### config.mk
export PLATFORM = sky130hd
export DESIGN_NAME = ascon_avmm_sequencer
export DESIGN_NICKNAME = d
export VERILOG_FILES = /design/src/rtl/ascon_pkg.sv /design/src/rtl/ascon_avmm_rd_buf.sv /design/src/rtl/ascon_avmm_sequencer.sv
export SDC_FILE = /design/constraint.sdc
export NUM_CORES = 1
export LEC_CHECK = 0
export CAP_MARGIN = 0
export CELL_PAD_IN_SITES_DETAIL_PLACEMENT = 1
export CELL_PAD_IN_SITES_GLOBAL_PLACEMENT = 1
export CORE_UTILIZATION = 33
export CTS_CLUSTER_SIZE = 10
export DETAILED_ROUTE_END_ITERATION = 16
export PLACE_DENSITY = 0.78
export SYNTH_ARGS = -nofsm -noshare
export SYNTH_HDL_FRONTEND = slang
export SYNTH_HIERARCHICAL = 1
export SYNTH_SLANG_ARGS = --single-unit
### constraint.sdc
create_clock -name clk -period 2.05 [get_ports clk]
set_input_delay 0.5125 -clock clk [delete_from_list [all_inputs] [get_ports clk]]
set_output_delay 0.5125 -clock clk [all_outputs]
set_load 0.005 [all_outputs]
### src/rtl/ascon_pkg.sv
// Shared constants and types for the ASCON wrapper bus master: register map,
// sequencer states and mode encodings.
package ascon_pkg;

    localparam int ASC_ADDR_W      = 5;
    localparam int ASC_CTRL_ADDR   = 0;
    localparam int ASC_DATA_BASE   = 1;
    localparam int ASC_WORDS_IN    = 16;
    localparam int ASC_STATUS_ADDR = 17;
    localparam int ASC_RESULT_BASE = 18;
    localparam int ASC_WORDS_OUT   = 8;
    localparam int ASC_POLL_GAP    = 4;
    localparam int ASC_TIMEOUT     = 1023;

    localparam logic [1:0] MODE_ENC = 2'd0;
    localparam logic [1:0] MODE_DEC = 2'd1;

    typedef enum logic [2:0] {
        IDLE,
        LOAD,
        START,
        CLEAR,
        POLL,
        FETCH
    } seq_state_e;

    // Control register image: {29'b0, mode[1:0], start}.
    function automatic logic [31:0] ctrl_word(input logic [1:0] mode, input logic start);
        return {29'b0, mode, start};
    endfunction

endpackage

### src/rtl/ascon_avmm_rd_buf.sv
// Single-entry result register between the wrapper read port and the
// valid/ready result stream; holds its word until the sink takes it.
module ascon_avmm_rd_buf (
    input  logic        clk,
    input  logic        rst,
    input  logic        load,
    input  logic [31:0] load_data,
    input  logic        load_last,
    input  logic        out_ready,
    output logic        out_valid,
    output logic [31:0] out_data,
    output logic        out_last
);

    // NOTE: sequential state is updated with non-blocking assignments so every
    // flop samples the pre-edge value of its inputs regardless of block order.
    always_ff @(posedge clk) begin
        if (rst) begin
            out_valid <= 1'b0;
            out_data  <= '0;
            out_last  <= 1'b0;
        end else if (load) begin
            out_valid <= 1'b1;
            out_data  <= load_data;
            out_last  <= load_last;
        end else if (out_valid && out_ready) begin
            out_valid <= 1'b0;
            out_last  <= 1'b0;
        end
    end

endmodule

### src/rtl/ascon_avmm_sequencer.sv
// Avalon-MM master that loads one ASCON job into the wrapper, pulses start,
// polls for done and streams the result words out on a valid/ready port.
module ascon_avmm_sequencer
    import ascon_pkg::*;
#(
    parameter int ADDR_W      = ASC_ADDR_W,
    parameter int CTRL_ADDR   = ASC_CTRL_ADDR,
    parameter int DATA_BASE   = ASC_DATA_BASE,
    parameter int WORDS_IN    = ASC_WORDS_IN,
    parameter int STATUS_ADDR = ASC_STATUS_ADDR,
    parameter int RESULT_BASE = ASC_RESULT_BASE,
    parameter int WORDS_OUT   = ASC_WORDS_OUT,
    parameter int POLL_GAP    = ASC_POLL_GAP,
    parameter int TIMEOUT     = ASC_TIMEOUT
) (
    input  logic              clk,
    input  logic              rst,
    input  logic              cmd_valid,
    output logic              cmd_ready,
    input  logic [1:0]        cmd_mode,
    input  logic              in_valid,
    output logic              in_ready,
    input  logic [31:0]       in_data,
    output logic              out_valid,
    input  logic              out_ready,
    output logic [31:0]       out_data,
    output logic              out_last,
    output logic              busy,
    output logic              error,
    output logic              chipselect,
    output logic              write,
    output logic              read,
    output logic [ADDR_W-1:0] address,
    output logic [31:0]       writedata,
    input  logic [31:0]       readdata
);

    localparam int IDX_W  = $clog2(WORDS_IN + 1);
    localparam int K_W    = $clog2(WORDS_OUT + 1);
    localparam int POLL_W = $clog2(TIMEOUT + 1);
    localparam int GAP_W  = $clog2(POLL_GAP + 1);

    localparam logic [IDX_W-1:0]  IDX_LAST  = IDX_W'(WORDS_IN - 1);
    localparam logic [K_W-1:0]    K_END     = K_W'(WORDS_OUT);
    localparam logic [POLL_W-1:0] POLL_LAST = POLL_W'(TIMEOUT - 1);
    localparam logic [GAP_W-1:0]  GAP_LOAD  = GAP_W'(POLL_GAP);

    localparam logic [ADDR_W-1:0] A_CTRL   = ADDR_W'(CTRL_ADDR);
    localparam logic [ADDR_W-1:0] A_DATA   = ADDR_W'(DATA_BASE);
    localparam logic [ADDR_W-1:0] A_STATUS = ADDR_W'(STATUS_ADDR);
    localparam logic [ADDR_W-1:0] A_RESULT = ADDR_W'(RESULT_BASE);

    seq_state_e        state, state_n;
    logic [1:0]        mode, mode_n;
    logic [IDX_W-1:0]  idx, idx_n;
    logic [K_W-1:0]    k, k_n;
    logic [POLL_W-1:0] poll_cnt, poll_cnt_n;
    logic [GAP_W-1:0]  gap, gap_n;
    logic              error_n;
    logic              rd_sample;

    logic              wr_n, rd_n;
    logic [ADDR_W-1:0] addr_n;
    logic [31:0]       wdata_n;
    logic              buf_load, buf_last;

    assign cmd_ready = (state == IDLE);
    assign in_ready  = (state == LOAD);
    assign busy      = (state != IDLE);

    // Only one read is ever in flight, so the captured word is index k-1.
    assign buf_last = (k == K_END);

    // NOTE: every variable written here gets a default first, so no path can
    // leave one unassigned and infer a latch.
    always_comb begin
        state_n    = state;
        mode_n     = mode;
        idx_n      = idx;
        k_n        = k;
        poll_cnt_n = poll_cnt;
        gap_n      = gap;
        error_n    = error;
        wr_n       = 1'b0;
        rd_n       = 1'b0;
        addr_n     = '0;
        wdata_n    = '0;
        buf_load   = 1'b0;

        unique case (state)
            IDLE: begin
                if (cmd_valid) begin
                    state_n    = LOAD;
                    mode_n     = cmd_mode;
                    error_n    = 1'b0;
                    idx_n      = '0;
                    k_n        = '0;
                    poll_cnt_n = '0;
                    gap_n      = '0;
                end
            end
            LOAD: begin
                if (in_valid) begin
                    wr_n    = 1'b1;
                    addr_n  = A_DATA + ADDR_W'(idx);
                    wdata_n = in_data;
                    idx_n   = idx + 1'b1;
                    if (idx == IDX_LAST) state_n = START;
                end
            end
            START: begin
                wr_n    = 1'b1;
                addr_n  = A_CTRL;
                wdata_n = ctrl_word(mode, 1'b1);
                state_n = CLEAR;
            end
            CLEAR: begin
                wr_n    = 1'b1;
                addr_n  = A_CTRL;
                wdata_n = ctrl_word(mode, 1'b0);
                state_n = POLL;
            end
            POLL: begin
                if (gap != '0) gap_n = gap - 1'b1;
                if (rd_sample) begin
                    if (readdata[0]) begin
                        state_n = FETCH;
                    end else if (poll_cnt == POLL_LAST) begin
                        error_n = 1'b1;
                        state_n = IDLE;
                    end else begin
                        poll_cnt_n = poll_cnt + 1'b1;
                    end
                end else if (!read && gap == '0) begin
                    // Gap counts from issue, giving POLL_GAP idle cycles between reads.
                    rd_n   = 1'b1;
                    addr_n = A_STATUS;
                    gap_n  = GAP_LOAD;
                end
            end
            FETCH: begin
                if (rd_sample) begin
                    buf_load = 1'b1;
                end else if (!read && k != K_END && (!out_valid || out_ready)) begin
                    rd_n   = 1'b1;
                    addr_n = A_RESULT + ADDR_W'(k);
                    k_n    = k + 1'b1;
                end
                if (out_valid && out_ready && out_last) state_n = IDLE;
            end
            default: state_n = IDLE;
        endcase
    end

    always_ff @(posedge clk) begin
        if (rst) begin
            state      <= IDLE;
            mode       <= MODE_ENC;
            idx        <= '0;
            k          <= '0;
            poll_cnt   <= '0;
            gap        <= '0;
            error      <= 1'b0;
            rd_sample  <= 1'b0;
            chipselect <= 1'b0;
            write      <= 1'b0;
            read       <= 1'b0;
            address    <= '0;
            writedata  <= '0;
        end else begin
            state      <= state_n;
            mode       <= mode_n;
            idx        <= idx_n;
            k          <= k_n;
            poll_cnt   <= poll_cnt_n;
            gap        <= gap_n;
            error      <= error_n;
            rd_sample  <= read;
            chipselect <= wr_n | rd_n;
            write      <= wr_n;
            read       <= rd_n;
            address    <= addr_n;
            writedata  <= wdata_n;
        end
    end

    ascon_avmm_rd_buf u_rd_buf (
        .clk       (clk),
        .rst       (rst),
        .load      (buf_load),
        .load_data (readdata),
        .load_last (buf_last),
        .out_ready (out_ready),
        .out_valid (out_valid),
        .out_data  (out_data),
        .out_last  (out_last)
    );

endmodule
* Yosys cells after proc, flatten, opt, wreduce, memory -nomap -nowiden
Cells that the tools add are included.
** Storage, ports and cells
- Bits in registers :: 103
- Latch bits :: 0
- Bits in writable memories :: 0
- Memory bits (read-only) :: 0
- Input port bits :: 71
- Output and inout port bits :: 78
- Word-level logic and storage cells :: 116
- Memories kept :: 0
** Cells by class
- Add/sub/neg operators :: 5
- Multiply operators :: 0
- Div/mod/pow operators :: 0
- Order comparisons :: 0
- Equal/unequal tests :: 20
- Shifts and indexed selects :: 0
- Multiplexer cells :: 50
- Bitwise operators :: 1
- Reductions and logical operators :: 24
** Operators by type and width (count)
- case mux 32 bit (3 select lines) :: 1
- two-way mux 10 bit :: 4
- two-way mux 5 bit :: 7
- two-way mux 3 bit :: 11
- two-way mux 32 bit :: 1
- case mux 10 bit (2 select lines) :: 1
- inequality test 2 bit (second input constant) :: 9
- case mux 3 bit (6 select lines) :: 1
- case mux 5 bit (3 select lines) :: 1
- two-way mux 1 bit :: 14
- two-way mux 4 bit :: 3
- adder 10 x 1 -> 10 bit (second input constant) :: 1
- == test 10 bit (second input constant) :: 1
- case mux 5 bit (2 select lines) :: 1
- AND reduction 5 bit :: 2
- case mux 4 bit (2 select lines) :: 1
- nonzero test 2 bit :: 4
- == test 3 x 2 -> 1 bit (second input constant) :: 2
- == test 3 bit (second input constant) :: 2
- zero test 3 bit :: 2
- case mux 1 bit (2 select lines) :: 3
- case mux 3 bit (2 select lines) :: 1
- AND reduction 6 bit :: 1
- nonzero test 3 bit :: 2
- 18 further kinds :: 24

* Logic depth before layout (Yosys ltp)
Gate-level depths: netlist (run 1).
- Depth after elaboration :: 7
- Depth in mapped cells :: 8
- Mapped depth without buffers :: 8

* By module
Netlist (run 1), hierarchy kept.
** Modules (own cells, without submodules)
- ascon_avmm_sequencer :: instances 1, cells each 311, area each 2827.7 um^2, seq. area each 1381.3 um^2
- ascon_avmm_rd_buf :: instances 1, cells each 113, area each 1242.4 um^2, seq. area each 680.7 um^2

* Worst setup path after synthesis (run 1)
No wires, ideal clock.
- Path type :: register -> register
- Start point :: register state[0]
- End point :: register u_rd_buf.out_data[10]
- Setup time :: 0.128 ns
- Arrival time :: 1.688 ns
- Data required time :: 1.922 ns
- Path slack :: 0.234 ns
- Cell stages (with the launch flop) :: 9
- Path buffers :: 4
- Period minus slack after synthesis :: 1.816 ns
- Path through :: dfxtp_1 buf_2 clkbuf_1 nor2b_1 and3_1 buf_6 buf_12 mux2i_1 nor2_1
** Between the ends
- Word-level cells in the longest chain between the ends :: 2
** Ends and longest elaborated chain
- start: declaration :: RTL line ascon_avmm_sequencer.sv:53 : seq_state_e state, state_n;
- start signal: assignment :: RTL line ascon_avmm_sequencer.sv:171 : state <= state_n;
- == test 3 bit :: RTL line ascon_avmm_sequencer.sv:90 : unique case (state)
- two-way mux 1 bit :: RTL line ascon_avmm_sequencer.sv:90
- net buf_load :: RTL line ascon_avmm_sequencer.sv:65 : logic buf_load, buf_last;
- end signal: assignment :: RTL line ascon_avmm_rd_buf.sv:24 : out_data <= load_data;
- end: declaration :: RTL line ascon_avmm_rd_buf.sv:11 : output logic [31:0] out_data,
The timed path passes the listed nets, and every way through them passes these cells.
A chain may end at the register's enable or synchronous reset.

* Final worst setup path (run 1)
- Start point :: register state[2]
- End point :: output port cmd_ready
** Between the ends
- Word-level cells in the longest chain between the ends :: 1
** Ends and longest elaborated chain
- zero test 3 bit :: RTL line ascon_avmm_sequencer.sv:67 : assign cmd_ready = (state == IDLE);
- end: declaration :: RTL line ascon_avmm_sequencer.sv:19 : output logic cmd_ready,
Every way passes these cells.

==> qor.yml, run 1 <==
cp_slowest_cell: "or3_4"
async_flop_share_pct: 0
synth_top_family_by_area: "simple AND/OR/NAND/NOR gates"
postLayoutCellArea_um2: 6040
die_h_um: 113
maxCapViolCount: 0
vias: 3575
layout.nets: 663
htree_levels: 3
seq_area_um2: 2060
fmax_mhz: 530
synth-simple-area-share_pct: 22.5
grt_pass1_vias: 3831
power.total_uw: 4340
synth_seq_cells: 103
synth_edf_count: 0
totalWireLength_um: 11600
required_ps: 1540
final_layout_size_suffix_gt1_share_pct: 8.18
cts_tree: "done"
synth_area_per_cell_um2: 9.60
track_usage_pct: 18.8
whs_path_depth: 2
die_w_um: 113
rsz0062_at_grt: "false"
fin_skew_ps: 8.23
worst_setup_path_start_kind: "register"
wl_met3_um: 1020
synth_adder_area_share_pct: 2.77
cp_max_fo: 3
routabilityCongestion: 0.789
setup_viol: 0
place_inst: 719
fin_crit_sh_pct: 92.0
crit_family: "simple AND/OR/NAND/NOR gates"
critPathCaptureType: "primary output"
hold_violations: 0
multi_input_area_um2: 1840
hold_class: "register to register"
cts_setup_buffers: 0
cts.path.max_buffers: 2
yosysSeqAreaShare_pct: 50.7
area_delta_synth_final_pct: 48.4
ctsRootBufferMaster: "clkbuf_16"
path_class: "register to primary output"
power_density_nw_per_um2: 719
wl_per_cell_um: 15.9
synth.cell_area_um2: 4070
clock-sinks: 103
instances_no_fill: 734
start_util_pct: 33.9
worst_pin_slew_ps: 640
placementRows: 40
slowest_delay_ps: 400
ir_drop_mv: 0.622
r2r_cells: 8
maxUsedRoutingLayer: "met4"
synth_compound_area_share_pct: 9.47
max_slew_margin_pct: 56.9
wl_met1_um: 4670
status: "complete, no violations"
vias_per_cell: 4.87
ios: 149
synth.area.mux_share_pct: 8.85
post-dp-hpwl_um: 8870
ant_nets: 0
num-fill-cells: 1356
arrival_ps: 1370
num_antenna_cells: 0
most-common-layout-cells: "144 x clkdlybuf4s50_1, 102 x dfxtp_1, 71 x nor2_1"
yosys_warnings: 6
tns_ps: 0
post-route-drc-count: 0
synth_nets: 504
worstSkewPairLatency_ps: 350
synth_xor_area_share_pct: 1.29
synth-main-ff-cell: "dfxtp_1"
antenna_found_initial: 0
final_common_cell: "clkdlybuf4s50_1"
post-route-min-period_ps: 1890
cts.reportedPaths.clkPinSlew_ps: 70
numCtsBuffers: 9
synth.distinct_cells: 50
slew_viol_final: 0
dr_wl_met2_um: 5860
synthCells: 424
core_um2: 12000
crit_chain: "or3_4, inv_1, dlygate4sd2_1"
grt_pass1_wl_um: 18800
die-area_um2: 12800
grt_max_degree: 30
cts_hold_buf: 0
drt-initial-drc-count: 96
grt-ovfl-total: 0
worst-path-buf-inv: 2
firstDrtPassIters: 4
place_area_um2: 5760
io_buffers: 148
leakage_uw: 0.00221
crit_cells: 3
## registers in the layout, indices dropped and copies added (netlist names)
signal	count
u_rd_buf/out_data	32
writedata	32
poll_cnt	10
address	5
idx	5
k	4
gap	3
state	3
mode	2
chipselect	1
error	1
rd_sample	1
read	1
u_rd_buf/out_last	1
u_rd_buf/out_valid	1
write	1
## report_power, final
part           total [uW]  internal (uW)  switching (uW)
Clock                1570            824             747
Combinational         685            370             315
Sequential           2090           2050            32.3
## per-stage QoR
step                      setup WS, ps  hold WS, ps  util (%)
after floorplan                    234          454         -
after global placement            53.1          471      48.0
after detailed placement          26.8          483      48.0
after CTS                         37.1          494      50.3
after global routing              11.2          516      50.3
final                              164          496      50.3
## metal layers
metal	global-route usage [%]	vias up
met5	0	-
met4	4.82	0
met3	9.48	11
met2	33.3	101
met1	19.7	1700
li1	-	1763
## what timing repair did
action | 4_1_cts | 5_1_grt
setup endpoints to repair | 3 | 3
gates resized for setup | 6 | 1
gates cloned | 0 | 0
## tightest hold or removal path: stages, from the launching register on
cell and delay, ps:
dfxtp_1 330, mux2i_1 60, nor2_1 70
## Yosys cell counts (5+ instances only)
master,n,area (um2)
dfxtp_1,103,2060
nor2_1,71,267
mux2i_1,36,360
and2_1,30,188
a21oi_1,20,100
nand2_1,19,71.3
nor3_1,14,70.1
clkbuf_1,11,41.3
o21ai_0,11,55.1
ha_1,9,113
inv_1,9,33.8
nand3_1,8,40.0
a22oi_1,7,52.6
nor2b_1,7,43.8
buf_2,6,30.0
a31oi_1,5,31.3
## cell type report
| type | count | share of cell area, % |
|---|---|---|
| inverters | 9 | 0.559 |
| flip-flops and latches | 103 | 34.1 |
| clock buffers | 11 | 3.85 |
| repair buffers | 170 | 27.3 |
| well taps | 147 | 3.04 |
| clock inverters | 4 | 0.559 |
| multi-input cells | 290 | 30.5 |
## final timing paths
path	startpoint	slack [ps]	end
min	u_rd_buf/out_data[9]	500	u_rd_buf/out_data[9]
max	state[2]	160	cmd_ready
min reg2reg	u_rd_buf/out_data[9]	500	u_rd_buf/out_data[9]
max reg2reg	k[0]	180	k[3]
## cells by family after synthesis
| group | after synthesis |
|---|---|
| muxes | 36 |
| adders and majority gates | 9 |
| DFF | 103 |
| buffers and inverters | 31 |
| and+or+nand+nor | 177 |
| xor gates and xnor gates | 6 |
| AOI/OAI and AO/OA | 62 |
No activity file was read; power rests on OpenSTA's default activity.
==> run 2: changes to the inputs <==
RECOVER_POWER = 25   (was default)
==> run 2 against run 1 <==
Against the previous run:
- clock skew hardly changed
- setup slack worse by 1.4 ps
- sequential share of layout area grew 0.18 points
- core utilization decreased by 0.26 points
- largest power group unchanged
- critical path type unchanged
- hold slack did not move
==> qor.yml, run 2 (same netlist as run 1, synthesis figures left out) <==
cp_slowest_cell: "or3_4"
worst_pin_slew_ps: 999  # +359 ps
die_h_um: 113  # unchanged
routabilityCongestion: 0.789  # unchanged
crit_family: "simple AND/OR/NAND/NOR gates"
status: "complete, no violations"
die_w_um: 113  # unchanged
firstDrtPassIters: 4  # unchanged
vias_per_cell: 4.86  # -0.22%
r2r_slack_ps: 170  # about the same
crit_chain: "or3_4, inv_1, dlygate4sd2_1"
cts_setup_buffers: 0  # unchanged
whs_path_depth: 2  # unchanged
top_regs: "u_rd_buf/out_data (32), writedata (32), poll_cnt (10)"
final_layout_size_suffix_gt1_share_pct: 7.67  # -0.51 points
ant_nets: 0  # unchanged
io_buffers: 148  # unchanged
fin_crit_sh_pct: 92.0  # about the same
area_delta_synth_final_pct: 47.7
setup_viol: 0  # unchanged
clock-sinks: 103  # unchanged
r2r_cells: 8  # unchanged
drt-initial-drc-count: 84  # -13%
holdPathEnd: "u_rd_buf/out_data[9]"
p_clk_share_pct: 36.3  # about the same
leakage_uw: 0.00221  # about the same
ctsRootBufferMaster: "clkbuf_16"
final_common_cell: "clkdlybuf4s50_1"
num-fill-cells: 1362  # +0.44%
worst_setup_path_start_kind: "register"
p_comb_share_pct: 15.5  # -0.3 points
cts.path.max_buffers: 2  # unchanged
power_density_nw_per_um2: 721  # +0.26%
htree_levels: 3  # unchanged
p_switching_uw: 1090  # about the same
critPathCaptureType: "primary output"
r2r_start: "k[0]"
slowest_delay_ps: 400  # about the same
layout.nets: 663  # unchanged
worstReg2RegEnd: "k[3]"
grt_pass1_wl_um: 18800  # unchanged
fin_skew_ps: 8.22  # -0.0111 ps
fmax_mhz: 530  # about the same
cts_hold_buf: 0  # unchanged
track_usage_pct: 18.8  # unchanged
hold_violations: 0  # unchanged
maxCapViolCount: 0  # unchanged
hold_class: "register to register"
postLayoutCellArea_um2: 6010  # -0.52%
antenna_found_initial: 0  # unchanged
numCtsBuffers: 9  # unchanged
rsz0062_at_grt: "false"
vias: 3567  # -0.22%
max_slew_margin_pct: 33.4  # -23 points
power_frac_seq_pct: 48.2  # +0.2 points
grt-ovfl-total: 0  # unchanged
cts.reportedPaths.clkPinSlew_ps: 70  # about the same
post-route-min-period_ps: 1890  # +1.42 ps
worstSkewPairLatency_ps: 350  # about the same
cts_tree: "done"
cp_max_fo: 3  # unchanged
num_antenna_cells: 0  # unchanged
wl_per_cell_um: 15.9  # about the same
required_ps: 1540  # about the same
slew_viol_final: 0  # unchanged
place_area_um2: 5760  # unchanged
placementRows: 40  # unchanged
worst-path-buf-inv: 2  # unchanged
core_um2: 12000  # unchanged
totalWireLength_um: 11700  # about the same
grt_pass1_vias: 3831  # unchanged
grt_max_degree: 30  # unchanged
ios: 149  # unchanged
arrival_ps: 1370  # about the same
switching_share_pct: 25.3  # +0.062 points
p_int_uw: 3240  # -0.34%
post-route-drc-count: 0  # unchanged
post-dp-hpwl_um: 8870  # unchanged
start_util_pct: 33.9  # unchanged
most-common-layout-cells: "139 x clkdlybuf4s50_1, 102 x dfxtp_1, 71 x nor2_1"
tns_ps: 0  # unchanged
path_class: "register to primary output"
min_from: "u_rd_buf/out_data[9]"
ir_drop_mv: 0.622  # about the same
die-area_um2: 12800  # unchanged
## run 2: cell count changes in the layout (fill, tap and decap cells not counted), moves of 2 or more
cell	change
clkbuf_1	+2
buf_4	-3
dlygate4sd3_1	+5
clkdlybuf4s50_1	-5
clkbuf_2	+3
## run 2: routing by layer
layer | up-vias | wire, um | global-route usage, %
li1 | 1763 | - | -
met1 | 1694 | 4660 | 19.7
met2 | 99 | 5870 | 33.3
met3 | 11 | 1030 | 9.48
met4 | 0 | 104 | 4.82
met5 | - | 0 | 0
## run 2: what timing repair did
item / 4_1_cts / 5_1_grt
resized for setup: 6 / 1
endpoints found under the setup margin: 3 / 3
hold endpoints to repair: 0 / 0
## run 2: cell type report
type                    count  area [um2]  area share, %
well taps                 147         184           3.06
clock buffers              11         233           3.87
inverters                   9        33.8          0.562
clock inverters             4        33.8          0.562
repair buffers            170        1630           27.0
multi-input cells         290        1840           30.6
flip-flops and latches    103        2060           34.3
## run 2: worst register-to-register path, delay by kind of cell (launching register included)
kind,cells,cell delay (ps)
xor gates and xnor gates,1,150
adders and majority gates,1,190
buffers and inverters,2,320
DFF,1,410
and+or+nand+nor,4,700
## run 2: power by group through the flow
stage	clock network (uW)	logic [uW]	registers, uW
finish	1570	672	2090
global route	1720	733	2090
CTS	1640	687	2090
detailed placement	0	684	2130
global placement	0	661	2130
floorplan	0	295	2130
## run 2: how the worst max path moves through the flow
stage / slack, ps / to / from / depth (start not counted)
detailed placement: 30 / k[3] / out_ready / 7
CTS: 40 / poll_cnt[9] / poll_cnt[1] / 6
global placement: 50 / k[3] / out_ready / 7
global route: 10 / k[3] / k[0] / 8
floorplan: 230 / u_rd_buf/out_data[10] / state[0] / 8
finish: 160 / cmd_ready / state[2] / 3
## run 2: through the flow
stage               setup WS [ps]  total power (uW)  instances  hold slack [ps]  util, %
floorplan                     234              2420        424              454        -
global placement             53.1              2790        719              471     48.0
detailed placement           26.8              2820        719              483     48.0
CTS                          37.1              4410        734              494     50.3
global route                 10.7              4550        734              516     50.0
finish                        163              4330        734              496     50.0
==> run 3: changes to the inputs <==
CORE_UTILIZATION = 31   (was 33)
HOLD_SLACK_MARGIN = 0.12   (was default)
PLACE_DENSITY = 0.76   (was 0.78)
SYNTH_HIERARCHICAL = default   (was 1)
==> run 3 against run 2 <==
Against the previous run:
- sequential power is 3% higher
- non-clock buffer count up 3
- count of clock-buffer cells in the layout down 2
- sequential share of layout area up 0.17 points
- combinational power increased by 41%
- clock skew down 3.6 ps
- largest power group unchanged
- power rose by 14%
- wire length is 1.9% higher
- area after synthesis decreased by 4.5%
==> qor.yml, run 3 <==
status: "complete, no violations"
p_clk_share_pct: 37.1  # +0.8 points
antenna_found_initial: 0  # unchanged
hold_class: "register to register"
post-dp-hpwl_um: 8760  # -1.3%
post-route-min-period_ps: 1900  # +16.4 ps
max_slew_margin_pct: 54.4  # +21 points
yosys_warnings: 0  # -6
num-fill-cells: 1442  # +5.9%
worstSkewPairLatency_ps: 350  # about the same
final_layout_size_suffix_gt1_share_pct: 8.24  # +0.57 points
post-route-drc-count: 0  # unchanged
crit_start: "state[0]"
arrival_ps: 1390  # +20 ps
vias: 3712  # +4.1%
place_ws_ps: -142  # -169 ps
grt-ovfl-total: 0  # unchanged
die-area_um2: 13000  # +1.7%
maxCapViolCount: 0  # unchanged
cts.path.max_buffers: 2  # unchanged
synthTopCellsByArea: "dfxtp_1 53%, nand2_1 8.0%, a21oi_1 7.2%, and3_1 5.0%, nor2_1 3.3%"
synth-main-ff-cell: "dfxtp_1"
cts_setup_buffers: 0  # unchanged
synth_compound_area_share_pct: 10.8  # +1.3 points
track_usage_pct: 18.9  # +0.13 points
layout.nets: 682  # +2.9%
holdWs_ps: 457  # -39.2 ps
rsz0062_at_grt: "false"
tns_ps: 0  # unchanged
synth_most_common_cell: "dfxtp_1"
totalWireLength_um: 11900  # +1.9%
synth_adder_area_share_pct: 2.90  # +0.13 points
synth.area.mux_share_pct: 1.32  # -7.5 points
ir_drop_mv: 0.328  # -47%
htree_levels: 3  # unchanged
most-common-layout-cells: "136 x clkdlybuf4s50_1, 101 x dfxtp_1, 83 x nand2_1"
start_util_pct: 32.1  # -1.8 points
die_w_um: 114  # +0.84%
fin_skew_ps: 4.62  # -3.60 ps
io_buffers: 148  # unchanged
synth_seq_cells: 103  # unchanged
numCtsBuffers: 9  # unchanged
wl_per_cell_um: 15.3  # -3.5%
firstDrtPassIters: 4  # unchanged
synth_area_per_cell_um2: 8.70  # -9.4%
path_class: "register to primary output"
final_common_cell: "clkdlybuf4s50_1"
cp_slowest_cell: "or3_4"
top_regs: "u_rd_buf.out_data (32), writedata (32), poll_cnt (10)"
p_switching_uw: 1270  # +16%
vias_per_cell: 4.79  # -1.4%
routabilityCongestion: 0.835  # +5.8%
synthTopCellsByCount: "103 x dfxtp_1, 83 x nand2_1, 56 x a21oi_1"
cp_max_fo: 9  # +6
ant_nets: 0  # unchanged
async_flop_share_pct: 0  # unchanged
synth_xor_area_share_pct: 2.70  # +1.4 points
clock-sinks: 103  # unchanged
cts_hold_buf: 0  # unchanged
yosysSeqAreaShare_pct: 53.0  # +2.4 points
synth_nets: 527  # +4.6%
ios: 149  # unchanged
min_from: "u_rd_buf.out_data[12]"
grt_max_degree: 35  # +17%
num_antenna_cells: 0  # unchanged
setup_viol: 0  # unchanged
hold_violations: 0  # unchanged
ctsRootBufferMaster: "clkbuf_16"
area_delta_synth_final_pct: 54.1
cts.reportedPaths.clkPinSlew_ps: 70  # about the same
die_h_um: 114  # +0.84%
grt_pass1_wl_um: 19000  # +1.5%
r2r_start: "state[2]"
p_comb_share_pct: 19.1  # +3.6 points
synth-simple-area-share_pct: 25.4  # +2.9 points
grt_pass1_vias: 3838  # +0.18%
synth_top_cell_by_area: "dfxtp_1"
synth_top_family_by_area: "simple AND/OR/NAND/NOR gates"
crit_chain: "or3_4, dlygate4sd2_1"
placementRows: 40  # unchanged
synthCells: 447  # +5.4%
fin_crit_sh_pct: 92.8  # +0.80 points
leakage_uw: 0.00230  # +4.3%
cts_tree: "done"
core_um2: 12100  # +0.83%
worst_pin_slew_ps: 684  # -315 ps
synth.distinct_cells: 42  # -16%
fmax_mhz: 525  # -0.86%
worst_setup_path_start_kind: "register"
switching_share_pct: 25.6  # +0.38 points
drt-initial-drc-count: 202  # +140%
final.setup.worst_slack_ps: 147  # -16.4 ps
synth_edf_count: 0  # unchanged
slowest_delay_ps: 400  # about the same
power_density_nw_per_um2: 825  # +14%
final_util_pct: 49.5  # -0.57 points
critPathCaptureType: "primary output"
power_frac_seq_pct: 43.8  # -4.4 points
required_ps: 1540  # about the same
synth.cell_area_um2: 3890  # -4.5%
slew_viol_final: 0  # unchanged
p_int_uw: 3670  # +13%
yosysTopAreaCellShare_pct: 53.0  # +2.4 points
run 3: cell count changes in the layout (fill, tap and decap cells not counted), moves of 25 or more:
cell,previous run,this run
a21oi_1,20,56
nor2_1,71,34
and3_1,2,31
and2_1,29,4
mux2i_1,36,4
nand2_1,19,83
run 3: cell type report:
cell class	count	area (um2)	area share [%]
Sequential cell	103	2070	34.5
Timing Repair Buffer	173	1670	27.9
Multi-Input combinational cell	306	1690	28.2
Clock buffer	9	225	3.76
Clock inverter	7	97.6	1.63
Inverter	9	33.8	0.564
Tap cell	168	210	3.51
run 3: cells by family after synthesis:
kind of cell | Yosys count
multiplexers | 5
buffers and inverters | 38
adder cells (fa/ha/maj) | 9
AND/OR/NAND/NOR | 204
XOR/XNOR | 12
AO/OA/AOI/OAI | 76
flip-flops | 103
run 3: path summary, 6_finish.rpt:
| path | slack (ps) | to | depth (start not counted) |
|---|---|---|---|
| worst max-delay path | 150 | busy | 2 |
| worst min-delay path | 460 | u_rd_buf.out_data[12] | 2 |
| worst max register to register | 160 | poll_cnt[9] | 6 |
| worst min register to register | 460 | u_rd_buf.out_data[12] | 2 |
run 3: timing repair:
action                     in CTS  in global routing
pin swaps                       0                  0
resized for setup               6                  3
setup endpoints to repair       4                  2
run 3: worst max-delay path: cells and delay by family, from the launching register on:
| family | cells | cell delay (ps) |
|---|---|---|
| flip-flops | 1 | 370 |
| AND/OR/NAND/NOR | 1 | 400 |
| buffers and inverters | 1 | 270 |
run 3: per-stage QoR:
step | instances | power, uW | area [um2]
after global routing | 775 | 5170 | 5990
after floorplan | 447 | 2600 | 3890
final | 775 | 4940 | 5990
after global placement | 759 | 3130 | 5660
after detailed placement | 759 | 3160 | 5660
after CTS | 775 | 5000 | 5990
run 3: metal layers:
metal | vias up | wire [um] | GRT usage [%] | share of wire (%)
met4 | 0 | 207 | 8.57 | 1.7
li1 | 1825 | - | - | -
met5 | - | 0 | 0 | 0
met1 | 1785 | 5080 | 22.0 | 43
met2 | 88 | 6110 | 34.1 | 51
met3 | 14 | 489 | 3.08 | 4.1
run 3: power by group through the flow:
stage	Combinational, uW	Clock (uW)	Sequential, uW
finish	946	1830	2160
CTS	964	1880	2160
global placement	929	0	2200
floorplan	417	0	2180
global route	1030	1970	2180
detailed placement	960	0	2200
==> RTL edit 1, RTL diff (config.mk and constraints of run 2) <==
Add an input register stage for `cmd_mode`; this delays it by one clock. The other inputs are not delayed to match.
--- a/src/rtl/ascon_avmm_sequencer.sv
+++ b/src/rtl/ascon_avmm_sequencer.sv
@@ -52,2 +52,8 @@
 
+    logic [1:0] cmd_mode_q;
+
+    always_ff @(posedge clk) begin
+        cmd_mode_q <= cmd_mode;
+    end
+
     seq_state_e        state, state_n;
@@ -93,3 +99,3 @@
                     state_n    = LOAD;
-                    mode_n     = cmd_mode;
+                    mode_n     = cmd_mode_q;
                     error_n    = 1'b0;
Behaviour: no difference found for any inputs over 10 cycles, from zero or initial values and one cycle with rst high; that may be too few to reach the edited logic, so the function may still have changed.
==> RTL edit 1 against run 2 <==
- setup slack worse by 0.020 ns
- clock power is 7% higher
- synthesized area up 1.3%
- critical path type is now flip-flop to flip-flop
- global-route usage shrank 0.087 points
- sequential cell count is 2 higher
- critical endpoint is now poll_cnt[9]
- cell count grew 2.6%
- wire length rose by 0.59%
- cell area is 1.9% higher
- power is 2.0% higher
- sequential power increased by 2%
==> RTL edit 1: results (changes against run 2) <==
{
  "detailedRoute.firstIterationViolations": {"value": 97, "change": "+15%"},
  "vdd.ir_drop.worst": {"value": 0.0006341, "unit": "V", "change": "+1.9%"},
  "post-synth-top-area-fraction": {"value": 51.00, "unit": "%", "change": "+0.34 points"},
  "timing.critical_path.arrival": {"value": 2.18, "unit": "ns", "change": "+0.81 ns"},
  "clock_skew": {"value": 0.01024, "unit": "ns", "change": "+0.002019 ns"},
  "dp.cells": {"value": 736, "change": "+2.4%"},
  "via_count_of_the_first_global_routing_pass": {"value": 3892, "change": "+1.6%"},
  "endpoint_of_the_most_critical_setup_path": {"value": "poll_cnt[9]"},
  "r2r_setup_slack": {"value": 0.14, "unit": "ns", "change": "-0.03 ns"},
  "global_route.usage.met2": {"value": 35.08, "unit": "%", "change": "+1.8 points"},
  "reg2reg_from": {"value": "state[0]"},
  "net_total_in_the_final_layout": {"value": 660, "change": "-0.45%"},
  "postRouteWirelength": {"value": 11.73, "unit": "mm", "change": "+0.59%"},
  "status": {"value": "finished, final reports clean"},
  "worstHoldStart": {"value": "idx[1]"},
  "critPathLaunch": {"value": "state[0]"},
  "grt_util_met3": {"value": 8.023, "unit": "%", "change": "-1.5 points"},
  "sequential_cell_area_fraction_in_the_yosys_report": {"value": 51.00, "unit": "%", "change": "+0.34 points"},
  "ff2ff_path_depth": {"value": 5, "change": "-3"},
  "num_vias": {"value": 3595, "change": "+0.78%"},
  "leakage": {"value": 2.293, "unit": "nW", "change": "+3.8%"},
  "avgSynthCellArea": {"value": 9.720, "unit": "µm²", "change": "+1.3%"},
  "switching_power": {"value": 0.001137, "unit": "W", "change": "+3.9%"},
  "cp_max_fo": {"value": 8, "change": "+5"},
  "post_drt_wl_per_cell": {"value": 15.57, "unit": "µm", "change": "-1.9%"},
  "worstHoldEndpoint": {"value": "idx[1]"},
  "hpwl": {"value": 8.815, "unit": "mm", "change": "-0.67%"},
  "globalRouteTotalUtil": {"value": 18.70, "unit": "%", "change": "-0.087 points"},
  "tightestPinTransition": {"value": 0.8141, "unit": "ns", "change": "-0.1850 ns"},
  "place.port_buffers": {"value": 148, "change": "unchanged"},
  "synth.top_cells.by_area": {"value": "sky130_fd_sc_hd__dfxtp_1 51%, sky130_fd_sc_hd__mux2i_1 8.5%, sky130_fd_sc_hd__nor2_1 5.0%, sky130_fd_sc_hd__and2_1 4.4%, sky130_fd_sc_hd__ha_1 2.7%"},
  "global_route_wire_length_before_repair": {"value": 18.64, "unit": "mm", "change": "-0.59%"},
  "gp_congestion": {"value": 0.7933, "change": "+0.60%"},
  "largest_net_degree_at_the_start_of_global_routing": {"value": 40, "change": "+33%"},
  "layout-drive-gt1-share": {"value": 8.376, "unit": "%", "change": "+0.71 points"}
}
## RTL edit 1: cell types whose count changed after synthesis, moves of 3 or more
cell                       before  now
sky130_fd_sc_hd__nor2_1        71   55
sky130_fd_sc_hd__nor3_1        14    5
sky130_fd_sc_hd__clkbuf_1      11   17
sky130_fd_sc_hd__a31oi_1        5    9
sky130_fd_sc_hd__o211ai_1       1    5
sky130_fd_sc_hd__buf_2          6    3
sky130_fd_sc_hd__inv_1          9   12
sky130_fd_sc_hd__nand4b_1       0    3
sky130_fd_sc_hd__nor3b_1        0    3
sky130_fd_sc_hd__o21a_1         3    0
sky130_fd_sc_hd__o21ai_0       11   14
sky130_fd_sc_hd__o22ai_1        3    0
## RTL edit 1: final cells by class
cell class	instances	area, µm²
fill	1383	5984
sequential	105	2105
multi-input combinational	282	1832
timing repair buffer	170	1650
clock buffer	9	225.2
tap	168	210.2
clock inverter	7	60.06
inverter	12	45.04
## RTL edit 1: worst max-delay path, stage by stage, from the launching register on
cell and delay [ns]:
sky130_fd_sc_hd__dfxtp_2 0.34, sky130_fd_sc_hd__buf_4 0.16, sky130_fd_sc_hd__or3b_1 0.44, sky130_fd_sc_hd__nor3b_2 0.25, sky130_fd_sc_hd__or4b_1 0.47, sky130_fd_sc_hd__a31oi_1 0.18
## RTL edit 1: through the flow
stage                     power (W)  util (%)  cell area [µm²]  setup WS (ns)
after global placement     0.002781     48.17             5834        -0.1099
after global routing       0.004619     50.59             6127        0.03940
after CTS                  0.004493     50.64             6133         0.1225
final                      0.004418     50.59             6127         0.1426
after detailed placement   0.002801     48.17             5834        -0.1256
after floorplan            0.002432         -             4121         0.3193
## RTL edit 1: per-layer routing
metal	vias up	share of wire (%)	wire length [µm]
met4	0	1.4	169
met2	116	52	6068
met5	-	0	0
li1	1774	-	-
met3	9	7.8	914
met1	1696	39	4575
## RTL edit 1: cell families (layout without fill, tap and decap cells)
kind of cell	count (synthesis)	count (layout)	synth area share, %
xor gates and xnor gates	4	4	0.8502
adders and majority gates	9	9	2.732
AOI/OAI and AO/OA	68	68	10.17
DFF	105	105	51.00
muxes	35	35	8.500
buffers and inverters	37	198	4.918
and+or+nand+nor	166	166	21.83
## RTL edit 1: power groups by stage
stage	registers (W)	logic, W	clock network, W
after global placement	0.00217	0.000609	0
after floorplan	0.00217	0.000259	0
after CTS	0.00213	0.000632	0.00173
after detailed placement	0.00217	0.000628	0
after global routing	0.00213	0.000671	0.00181
final	0.00213	0.000613	0.00168
## RTL edit 1: timing repair
item | in CTS | in global routing
resized for setup | 7 | 1
pin swaps | 1 | 0
setup buffers | 1 | 0
endpoints found under the setup margin | 3 | 1
==> RTL edit 2, RTL diff (flow settings as in run 2) <==
Without the edit above. Change the package constant `ASC_ADDR_W` from 5 to 6.
--- a/src/rtl/ascon_pkg.sv
+++ b/src/rtl/ascon_pkg.sv
@@ -4,3 +4,3 @@
 
-    localparam int ASC_ADDR_W      = 5;
+    localparam int ASC_ADDR_W      = 6;
     localparam int ASC_CTRL_ADDR   = 0;
Ports: changed (resized address); port bits go from 149 to 150. No check against the original RTL was run, so the function may have changed too.
==> RTL edit 2 against run 2 <==
- die area rose by 0.91%
- maximum frequency shrank 6.0%
- count of clock-buffer cells in the layout did not move
- power is 9.6% higher
- cell area grew 3.2%
- wire length increased by 3.6%
- clock power fell by 3%
- setup slack got worse by 0.12 ns
- sequential cell count is 1 higher
- synthesized area rose by 0.92%
- sequential share of layout area decreased by 0.64 points
- global-route usage grew 0.36 points
- synthesized cell count decreased by 0.47%
- combinational power increased by 56%
==> RTL edit 2: results (changes against run 2) <==
{
  "num_vias": {"value": 3718, "change": "+4.2%"},
  "detailedRoute.firstIterationViolations": {"value": 134, "change": "+60%"},
  "ff2ff_path_depth": {"value": 5, "change": "-3"},
  "mappedNetlistNets": {"value": 503, "change": "-0.20%"},
  "place.port_buffers": {"value": 149, "change": "+0.68%"},
  "worstReg2RegEnd": {"value": "poll_cnt[9]"},
  "endpoint_of_the_most_critical_setup_path": {"value": "in_ready"},
  "hpwl": {"value": 8.798, "unit": "mm", "change": "-0.87%"},
  "synth_common_cells": {"value": "104 x sky130_fd_sc_hd__dfxtp_1, 55 x sky130_fd_sc_hd__nor2_1, 36 x sky130_fd_sc_hd__mux2i_1, 32 x sky130_fd_sc_hd__and3_1, 21 x sky130_fd_sc_hd__nand2_1"},
  "vdd.ir_drop.worst": {"value": 0.0004411, "unit": "V", "change": "-29%"},
  "status": {"value": "finished, final reports clean"},
  "sequential_cell_area_fraction_in_the_yosys_report": {"value": 50.69, "unit": "%", "change": "about the same"},
  "net_total_in_the_final_layout": {"value": 667, "change": "+0.60%"},
  "leakage": {"value": 2.352, "unit": "nW", "change": "+6.4%"},
  "reg2reg_from": {"value": "state[1]"},
  "crit_slowest_cell": {"value": "sky130_fd_sc_hd__or3b_2"},
  "post_drt_wl_per_cell": {"value": 15.95, "unit": "µm", "change": "+0.43%"},
  "timing.critical_path.arrival": {"value": 1.50, "unit": "ns", "change": "+0.13 ns"},
  "dpl-instance-area": {"value": 5897, "unit": "µm²", "change": "+2.3%"},
  "synth.top_cells.by_area": {"value": "sky130_fd_sc_hd__dfxtp_1 51%, sky130_fd_sc_hd__mux2i_1 8.8%, sky130_fd_sc_hd__nor2_1 5.0%, sky130_fd_sc_hd__and3_1 4.9%, sky130_fd_sc_hd__ha_1 3.0%"},
  "worstHoldStart": {"value": "u_rd_buf/out_data[30]"},
  "largest_net_degree_at_the_start_of_global_routing": {"value": 60, "change": "+100%"},
  "clock_skew": {"value": 0.006596, "unit": "ns", "change": "-0.001627 ns"},
  "timing.slew.headroom": {"value": 47.89, "unit": "%", "change": "+15 points"},
  "r2r_setup_slack": {"value": 0.12, "unit": "ns", "change": "-0.05 ns"},
  "via_count_of_the_first_global_routing_pass": {"value": 4018, "change": "+4.9%"},
  "gp_congestion": {"value": 0.7700, "change": "-2.4%"},
  "synth-warning-count": {"value": 6, "change": "unchanged"},
  "max_stage_delay": {"value": 0.49, "unit": "ns", "change": "+0.09 ns"},
  "layout-drive-gt1-share": {"value": 10.36, "unit": "%", "change": "+2.7 points"},
  "cp_max_fo": {"value": 7, "change": "+4"}
}
RTL edit 2: cell types whose count changed in the layout (fill, tap and decap cells not counted), moves of 4 or more:
cell and change:
sky130_fd_sc_hd__a31oi_1 +4, sky130_fd_sc_hd__and2_1 -26, sky130_fd_sc_hd__and3_1 +29, sky130_fd_sc_hd__and4_1 +4, sky130_fd_sc_hd__buf_4 +5, sky130_fd_sc_hd__nand2b_1 +4, sky130_fd_sc_hd__nor2_1 -16, sky130_fd_sc_hd__nor3_1 -10
RTL edit 2: logic make-up (layout without fill, tap and decap cells):
group	after synthesis	in the layout	synth area share, %
flip-flops	104	104	50.69
adder cells (fa/ha/maj)	10	10	3.046
XOR/XNOR	3	3	0.6398
multiplexers	36	36	8.773
AND/OR/NAND/NOR	168	168	21.90
buffers and inverters	37	204	4.904
AO/OA/AOI/OAI	64	64	10.05
RTL edit 2: worst min path at each step:
stage,to,slack [ns],depth (start not counted)
final,u_rd_buf/out_data[30],0.50,2
after CTS,state[2],0.47,2
after detailed placement,u_rd_buf/out_data[30],0.48,2
after floorplan,idx[4],0.45,2
after global routing,state[2],0.50,2
after global placement,idx[4],0.46,2
RTL edit 2: per-stage QoR:
step | utilization [%] | std cells | setup WS, ns
floorplan | - | 422 | 0.02746
global placement | 48.89 | 742 | -0.2650
detailed placement | 48.89 | 742 | -0.3157
CTS | 51.06 | 756 | 0.01062
global route | 51.42 | 757 | 0.0005577
finish | 51.42 | 757 | 0.04218
RTL edit 2: routing by layer:
layer,routed length (µm),part of all wire [%],track usage [%],vias to the layer above
met5,0,0,0,-
met4,149,1.2,5.789,0
li1,-,-,-,1809
met2,5928,49,33.70,113
met1,5187,43,22.54,1783
met3,807,6.7,5.420,13
RTL edit 2: cell type report:
cell class	instances	area [µm²]
fill	1350	5859
sequential	104	2090
multi-input combinational	281	1867
timing repair buffer	178	1737
clock buffer	11	232.7
tap	168	210.2
inverter	12	45.04
clock inverter	3	21.27
RTL edit 2: critical path: cells and delay by family (launching register included):
kind                   cells  cell delay [ns]
and+or+nand+nor            1             0.49
DFF                        1             0.37
buffers and inverters      2             0.29
RTL edit 2: power by group:
group,switching (W),internal [W]
combinational,0.000496,0.000554
clock,0.000717,0.000810
sequential,0.0000569,0.00211
total,0.00127,0.00348
RTL edit 2: repair_timing:
| item | 4_1_cts | 5_1_grt |
|---|---|---|
| pin swaps | 0 | 3 |
| resized for setup | 8 | 12 |
| setup buffers | 0 | 1 |
| setup endpoints to repair | 3 | 7 |
